[config.mk]
export PLATFORM = sky130hd
export DESIGN_NAME = conv_stream_feeder_flat
export DESIGN_NICKNAME = d
export VERILOG_FILES = /design/src/rtl/conv_stream_feeder_pkg.sv /design/src/rtl/conv_stream_feeder_if.sv /design/src/rtl/conv_stream_feeder_stream_out_reg.sv /design/src/rtl/conv_stream_feeder.sv /design/src/flat_wrapper.sv
export SDC_FILE = /design/constraint.sdc
export NUM_CORES = 2
export LEC_CHECK = 0
export ABC_AREA = 0
export CAP_MARGIN = 0
export CORE_ASPECT_RATIO = 0.8
export CORE_MARGIN = 5
export CORE_UTILIZATION = 41
export CTS_CLUSTER_SIZE = 12
export DETAILED_ROUTE_END_ITERATION = 12
export DONT_BUFFER_PORTS = 1
export GPL_TIMING_DRIVEN = 0
export SYNTH_ARGS = -nofsm -noshare
export SYNTH_HDL_FRONTEND = slang
export SYNTH_HIERARCHICAL = 1
export SYNTH_SLANG_ARGS = --single-unit
[constraint.sdc]
create_clock -name clk -period 3.6 [get_ports clk]
set_clock_uncertainty 0.05 [all_clocks]
set_input_delay 0.36 -clock clk [delete_from_list [all_inputs] [get_ports clk]]
set_output_delay 0.36 -clock clk [all_outputs]
set_load 0.05 [all_outputs]
[src/rtl/conv_stream_feeder_pkg.sv]
// Shared types and constants for the convolution-engine stream feeder.
// Holds the run-state encoding, LFSR constants and default geometry.
package conv_tb_pkg;

  typedef enum logic [1:0] {
    IDLE = 2'd0,
    RUN  = 2'd1,
    DONE = 2'd2
  } state_t;

  localparam int unsigned LFSR_W = 16;
  // Taps for x^16+x^14+x^13+x^11+1 in a left-shifting Fibonacci register
  localparam logic [LFSR_W-1:0] LFSR_TAPS = 16'hB400;

  localparam int unsigned DEF_N = 112;
  localparam int unsigned DEF_M = 49;
  localparam int unsigned DEF_W = 10;

endpackage

[src/rtl/conv_stream_feeder_if.sv]
// x/f valid-ready stream bundle between the feeder (master) and the
// convolution engine (slave).
interface conv_stream_feeder_if #(
  parameter int unsigned W = 10
);
  logic signed [W-1:0] x_data;
  logic                x_valid;
  logic                x_ready;
  logic signed [W-1:0] f_data;
  logic                f_valid;
  logic                f_ready;

  modport master (
    output x_data, x_valid, f_data, f_valid,
    input  x_ready, f_ready
  );

  modport slave (
    input  x_data, x_valid, f_data, f_valid,
    output x_ready, f_ready
  );
endinterface

[src/rtl/conv_stream_feeder_stream_out_reg.sv]
// One feeder channel: vector memory, element index and the registered
// valid/data output stage of a valid-ready source.
module stream_out_reg #(
  parameter int unsigned COUNT = 112,
  parameter int unsigned W     = 10,
  parameter int unsigned AW    = 7
) (
  input  logic                clk,
  input  logic                rst,
  input  logic                i_clear,
  input  logic                i_run,
  input  logic                i_gate,
  input  logic                i_we,
  input  logic [AW-1:0]       i_waddr,
  input  logic signed [W-1:0] i_wdata,
  input  logic                i_ready,
  output logic signed [W-1:0] o_data,
  output logic                o_valid,
  output logic                o_fin
);

  localparam int unsigned IW = $clog2(COUNT + 1);
  localparam int unsigned MW = (COUNT > 1) ? $clog2(COUNT) : 1;

  logic signed [W-1:0] r_mem [COUNT];
  logic signed [W-1:0] r_data;
  logic                r_valid;
  logic [IW-1:0]       r_idx;
  logic [MW-1:0]       w_waddr;
  logic [MW-1:0]       w_raddr;
  logic                w_load;

  assign w_waddr = MW'(i_waddr);
  assign w_raddr = MW'(r_idx);

  always_ff @(posedge clk) begin
    if (i_we && (32'(i_waddr) < COUNT)) begin
      r_mem[w_waddr] <= i_wdata;
    end
  end

  assign w_load = i_run && (!r_valid || i_ready) && (r_idx < IW'(COUNT)) && i_gate;

  // Data is left untouched on a bare acceptance; only valid drops.
  always_ff @(posedge clk or posedge rst) begin
    if (rst) begin
      r_data  <= '0;
      r_valid <= 1'b0;
      r_idx   <= '0;
    end else begin
      if (i_clear) begin
        r_idx <= '0;
      end
      if (w_load) begin
        r_data  <= r_mem[w_raddr];
        r_valid <= 1'b1;
        r_idx   <= r_idx + 1'b1;
      end else if (r_valid && i_ready) begin
        r_valid <= 1'b0;
      end
    end
  end

  assign o_data  = r_data;
  assign o_valid = r_valid;
  assign o_fin   = (r_idx == IW'(COUNT)) && !r_valid;

endmodule

[src/rtl/conv_stream_feeder.sv]
// Synthesizable x/f stimulus source for a conv_<N>_<M> engine, with
// LFSR-driven channel gaps to exercise backpressure and bubbles.
module conv_stream_feeder
  import conv_tb_pkg::*;
#(
  parameter int unsigned       N    = DEF_N,
  parameter int unsigned       M    = DEF_M,
  parameter int unsigned       W    = DEF_W,
  parameter logic [LFSR_W-1:0] SEED = 16'hACE1
) (
  input  logic                 clk,
  input  logic                 reset,
  input  logic                 cfg_we,
  input  logic                 cfg_sel,
  input  logic [$clog2(N)-1:0] cfg_addr,
  input  logic signed [W-1:0]  cfg_wdata,
  input  logic                 start,
  input  logic                 throttle_en,
  conv_stream_feeder_if.master strm,
  output logic                 busy,
  output logic                 done
);

  localparam int unsigned AW = $clog2(N);

  state_t              r_state;
  state_t              w_next;
  logic [LFSR_W-1:0]   r_lfsr;
  logic                w_idle;
  logic                w_run;
  logic                w_x_gate;
  logic                w_f_gate;
  logic                w_x_we;
  logic                w_f_we;
  logic                w_x_fin;
  logic                w_f_fin;

  always_ff @(posedge clk or posedge reset) begin
    if (reset) begin
      r_lfsr <= SEED;
    end else begin
      r_lfsr <= {r_lfsr[LFSR_W-2:0], ^(r_lfsr & LFSR_TAPS)};
    end
  end

  always_ff @(posedge clk or posedge reset) begin
    if (reset) begin
      r_state <= IDLE;
    end else begin
      r_state <= w_next;
    end
  end

  always_comb begin
    w_next = r_state;
    unique case (r_state)
      IDLE:    if (start) w_next = RUN;
      RUN:     if (w_x_fin && w_f_fin) w_next = DONE;
      DONE:    w_next = IDLE;
      default: w_next = IDLE;
    endcase
  end

  assign w_idle   = (r_state == IDLE);
  assign w_run    = (r_state == RUN);
  assign w_x_gate = throttle_en ? r_lfsr[0] : 1'b1;
  assign w_f_gate = throttle_en ? r_lfsr[1] : 1'b1;
  assign w_x_we   = cfg_we && w_idle && !cfg_sel;
  assign w_f_we   = cfg_we && w_idle && cfg_sel;

  assign busy = !w_idle;
  assign done = (r_state == DONE);

  stream_out_reg #(
    .COUNT (N),
    .W     (W),
    .AW    (AW)
  ) u_x (
    .clk     (clk),
    .rst     (reset),
    .i_clear (w_idle),
    .i_run   (w_run),
    .i_gate  (w_x_gate),
    .i_we    (w_x_we),
    .i_waddr (cfg_addr),
    .i_wdata (cfg_wdata),
    .i_ready (strm.x_ready),
    .o_data  (strm.x_data),
    .o_valid (strm.x_valid),
    .o_fin   (w_x_fin)
  );

  stream_out_reg #(
    .COUNT (M),
    .W     (W),
    .AW    (AW)
  ) u_f (
    .clk     (clk),
    .rst     (reset),
    .i_clear (w_idle),
    .i_run   (w_run),
    .i_gate  (w_f_gate),
    .i_we    (w_f_we),
    .i_waddr (cfg_addr),
    .i_wdata (cfg_wdata),
    .i_ready (strm.f_ready),
    .o_data  (strm.f_data),
    .o_valid (strm.f_valid),
    .o_fin   (w_f_fin)
  );

endmodule

[src/flat_wrapper.sv]
// flat-port wrapper written by rule: the top's interface ports become plain ports
module conv_stream_feeder_flat import conv_tb_pkg::*;
#(
  parameter int unsigned       N    = DEF_N,
  parameter int unsigned       M    = DEF_M,
  parameter int unsigned       W    = DEF_W,
  parameter logic [LFSR_W-1:0] SEED = 16'hACE1
)
  (clk, reset, cfg_we, cfg_sel, cfg_addr, cfg_wdata, start, throttle_en, busy, done, strm_x_data, strm_x_valid, strm_f_data, strm_f_valid, strm_x_ready, strm_f_ready);
  conv_stream_feeder_if #(.W(W)) strm_i ();
  input  logic clk;
  input  logic reset;
  input  logic cfg_we;
  input  logic cfg_sel;
  input  logic [$clog2(N)-1:0] cfg_addr;
  input  logic signed [W-1:0] cfg_wdata;
  input  logic start;
  input  logic throttle_en;
  output logic busy;
  output logic done;
  output wire logic [$bits(strm_i.x_data)-1:0] strm_x_data;
  output wire logic [$bits(strm_i.x_valid)-1:0] strm_x_valid;
  output wire logic [$bits(strm_i.f_data)-1:0] strm_f_data;
  output wire logic [$bits(strm_i.f_valid)-1:0] strm_f_valid;
  input wire logic [$bits(strm_i.x_ready)-1:0] strm_x_ready;
  input wire logic [$bits(strm_i.f_ready)-1:0] strm_f_ready;
  assign strm_x_data = strm_i.x_data;
  assign strm_x_valid = strm_i.x_valid;
  assign strm_f_data = strm_i.f_data;
  assign strm_f_valid = strm_i.f_valid;
  assign strm_i.x_ready = strm_x_ready;
  assign strm_i.f_ready = strm_f_ready;
  conv_stream_feeder #(.N(N), .M(M), .W(W), .SEED(SEED)) u_core (.clk(clk), .reset(reset), .cfg_we(cfg_we), .cfg_sel(cfg_sel), .cfg_addr(cfg_addr), .cfg_wdata(cfg_wdata), .start(start), .throttle_en(throttle_en), .strm(strm_i), .busy(busy), .done(done));
endmodule
==> qor.yml <==
run_status: "complete, but fails checks"
violations: "max-capacitance violations, max-slew violations, negative setup slack"
cts_tree: "yes"
slew_headroom_pct: -4.25
drc_errors: 0
dr.pass1.iters: 6
design.die.area_mm2: 0.166
reg2reg_from: "u_core/r_state[0]"
critPathCaptureType: "flip-flop"
post-place-cells: 5312
reg2reg_setup_slack_ns: -0.67
layout_common_cells: "1610 x edfxtp_1, 317 x mux4_2, 170 x clkbuf_16"
reg2reg_to: "u_core/u_x/r_mem[47][8]"
min_from: "cfg_wdata[2]"
gp_congestion: 0.998
vias: 34952
grt_pass1_vias: 33458
grt_max_degree: 162
worstSetupPathDepth: 6
groute.usage.overall_pct: 23.4
dpl.hpwl_mm: 124
crit_top_cell: "nand3_1"
maxCapViolations: 2
clkTransAtPathRegs_ns: 0.06
io_pins: 49
clock_path_buffers: 3
setup_viol: 369
path_buf_inv: 2
antenna_found_initial: 9
peakVddDrop_v: 0.000428
cts-htree-levels: 4
cts_buffers: 167
crit_slowest_cell: "nor2_1"
postSynthCellCount: 3200
viasPerCell: 6.18
pwr_density_cell_mw_per_mm2: 675
fin_crit_ns: 4.27
synthArstFlopShare_pct: 3.19
synth_top_area_cell: "edfxtp_1"
cellLeakagePower_nw: 22.8
synth-edff-count: 1610
ant_nets: 0
max_freq_mhz: 234
reg2reg_depth: 6
cts.sinks: 1663
filler_cell_count: 13016
post-route-util_pct: 46.9
cp_data_arrival_time_ns: 4.64
crit_chain: "nor4b_2, nand3_1, inv_1, nand3_1, clkbuf_1, nor2_1"
crit_end: "u_core/u_x/r_mem[47][8]"
grt_overflow: 0
start_kind: "flip-flop"
stdcell_count: 5656
grt_pass1_wl_mm: 269
areaGrowthSynthToFinish_pct: 13.9
final_common_cell: "edfxtp_1"
cp-startpoint: "u_core/r_state[0]"
die_x_um: 454
min_period_over_period_pct: 119
synth.avg_cell_area_um2: 20.2
multi_input_area_mm2: 0.0146
drt_iter0_markers: 4881
ys_seq_area_share_pct: 76.8
slew_violations: 22
layout-drive-gt1-share_pct: 24.5
ys_ff_latch: 1663
yosysTopAreaCellShare_pct: 74.7
cp_top_family: "simple AND/OR/NAND/NOR gates"
nNetsFinal: 3472
drt-total-wl_mm: 195
root_buffer: "clkbuf_16"
seq_area_mm2: 0.0497
num_rows: 130
setup_ws_ns: -0.674
synth_nets: 3230
cp.required_ns: 3.96
syn-cell-area_mm2: 0.0647
ys.flop_type: "edfxtp_1"
synth_cell_types: 75
die_h_um: 365
portBuffers: 0
rsz0062_at_grt: "true"
wire_per_inst_um: 34.5
hold_violations: 0
crit_fanout: 10
path_class: "flip-flop to flip-flop"
clk_latency_ns: 0.81
hp-class: "primary input to flip-flop"
critical-path-max-stage-delay_ns: 1.16
yosys_warnings: 6
synthTopCellsByArea: "edfxtp_1 75%, mux4_2 11%, mux2i_1 2.5%"
tightest_slew_ns: 1.56
core_mm2: 0.157
start_util_pct: 41.2
-- timing repair --
item	in CTS	in global routing
pin swaps	42	0
hold buffers	17	0
endpoints found under the setup margin	1525	522
resized for setup	132	77
cloned	0	0
setup buffers	57	0
endpoints found under the hold margin	1676	0
-- worst min-delay path by stage --
stage                                          to  cells past startpoint  slack [ns]
after CTS                 u_core/u_f/r_mem[16][2]                      1        0.03
final                     u_core/u_f/r_mem[21][2]                      1        0.01
after global routing      u_core/u_x/r_mem[61][8]                      1        0.03
after global placement           u_core/r_lfsr[4]                      0        0.28
after detailed placement         u_core/r_lfsr[4]                      0        0.29
after floorplan              u_core/u_f/o_data[0]                      1        0.24
-- metal layers --
layer,track usage [%],vias up,wire (um)
met3,7.51,380,24100
li1,-,13714,-
met5,0.0579,-,0
met1,34.9,18696,82300
met2,32.5,2162,81900
met4,7.96,0,7090
-- cell families after synthesis --
logic type | synth area share, %
DFF | 76.8
buffers and inverters | 1.53
and+or+nand+nor | 3.36
xor gates and xnor gates | 0.0406
muxes | 14.5
AOI/OAI and AO/OA | 3.71
adders and majority gates | 0.0967
-- registers in the layout, indices dropped and copies added (netlist names) --
name                cells
u_core/u_x/r_idx        7
u_core/u_f/o_valid      1
u_core/u_f/r_idx        6
u_core/u_x/o_data      10
u_core/r_lfsr          16
u_core/u_f/r_mem      490
u_core/u_x/o_valid      1
u_core/r_state          2
u_core/u_x/r_mem     1120
u_core/u_f/o_data      10
-- worst reg2reg max path, cell delays in order (launching register included) --
cell,delay (ns)
dfrtp_1,0.44
nor4b_2,0.65
nand3_1,0.29
inv_1,0.20
nand3_1,0.35
clkbuf_1,0.73
nor2_1,1.20
-- cells in the mapped netlist (all sizes together) (4+ instances only) --
library cell and count:
dfrtp 45, ha 5, o32ai 5, nand4 5, or3b 4, o22a 4, and3 4, nand3b 9
o221ai 25, o211ai 12, clkbuf 68, a221o 7, o22ai 36, o21a 7, a211o 5, a31oi 14
nand3 33, o21ai 43, a22o 9, a221oi 16, nor2 202, a2111oi 5, edfxtp 1610, a22oi 37
nor4 11, a211oi 33, and2 10, nor3 25, nand2 121, a32oi 4, or3 4, nor2b 31
mux2 40, inv 12, mux2i 160, buf 104, mux4 324, dfstp 8, o31ai 7, nand2b 14
a21oi 47
-- stage by stage --
stage	TNS, ns	total power [mW]	worst slack, ns	area [um^2]	hold slack, ns
floorplan	0	28.6	1.05	64700	0.236
CTS	-69.25	49.6	-0.467	73400	0.0268
finish	-62.14	49.7	-0.674	73700	0.0100
global placement	-850.56	33.4	-1.19	67400	0.283
detailed placement	-851.86	33.3	-1.18	67400	0.287
global route	-48.32	51.0	-0.525	73700	0.0308
-- report_power, final --
group          leakage (nW)  switching (mW)  total, mW  internal [mW]
logic                  5.31            7.82       11.9           4.04
registers              15.1           0.565       21.9           21.4
clock network          2.35            7.17       16.0           8.79
total                  22.8            15.6       49.7           34.2
-- layout make-up --
class	count	area share (%)
repair buffers	75	1.07
clock buffers	221	6.09
plain buffers	170	1.37
flip-flops and latches	1663	67.4
well taps	2112	3.59
inverters	15	0.0815
multi-input cells	1350	19.8
diodes	8	0.0272
clock inverters	42	0.533
Power figures use the tool's default switching activity.
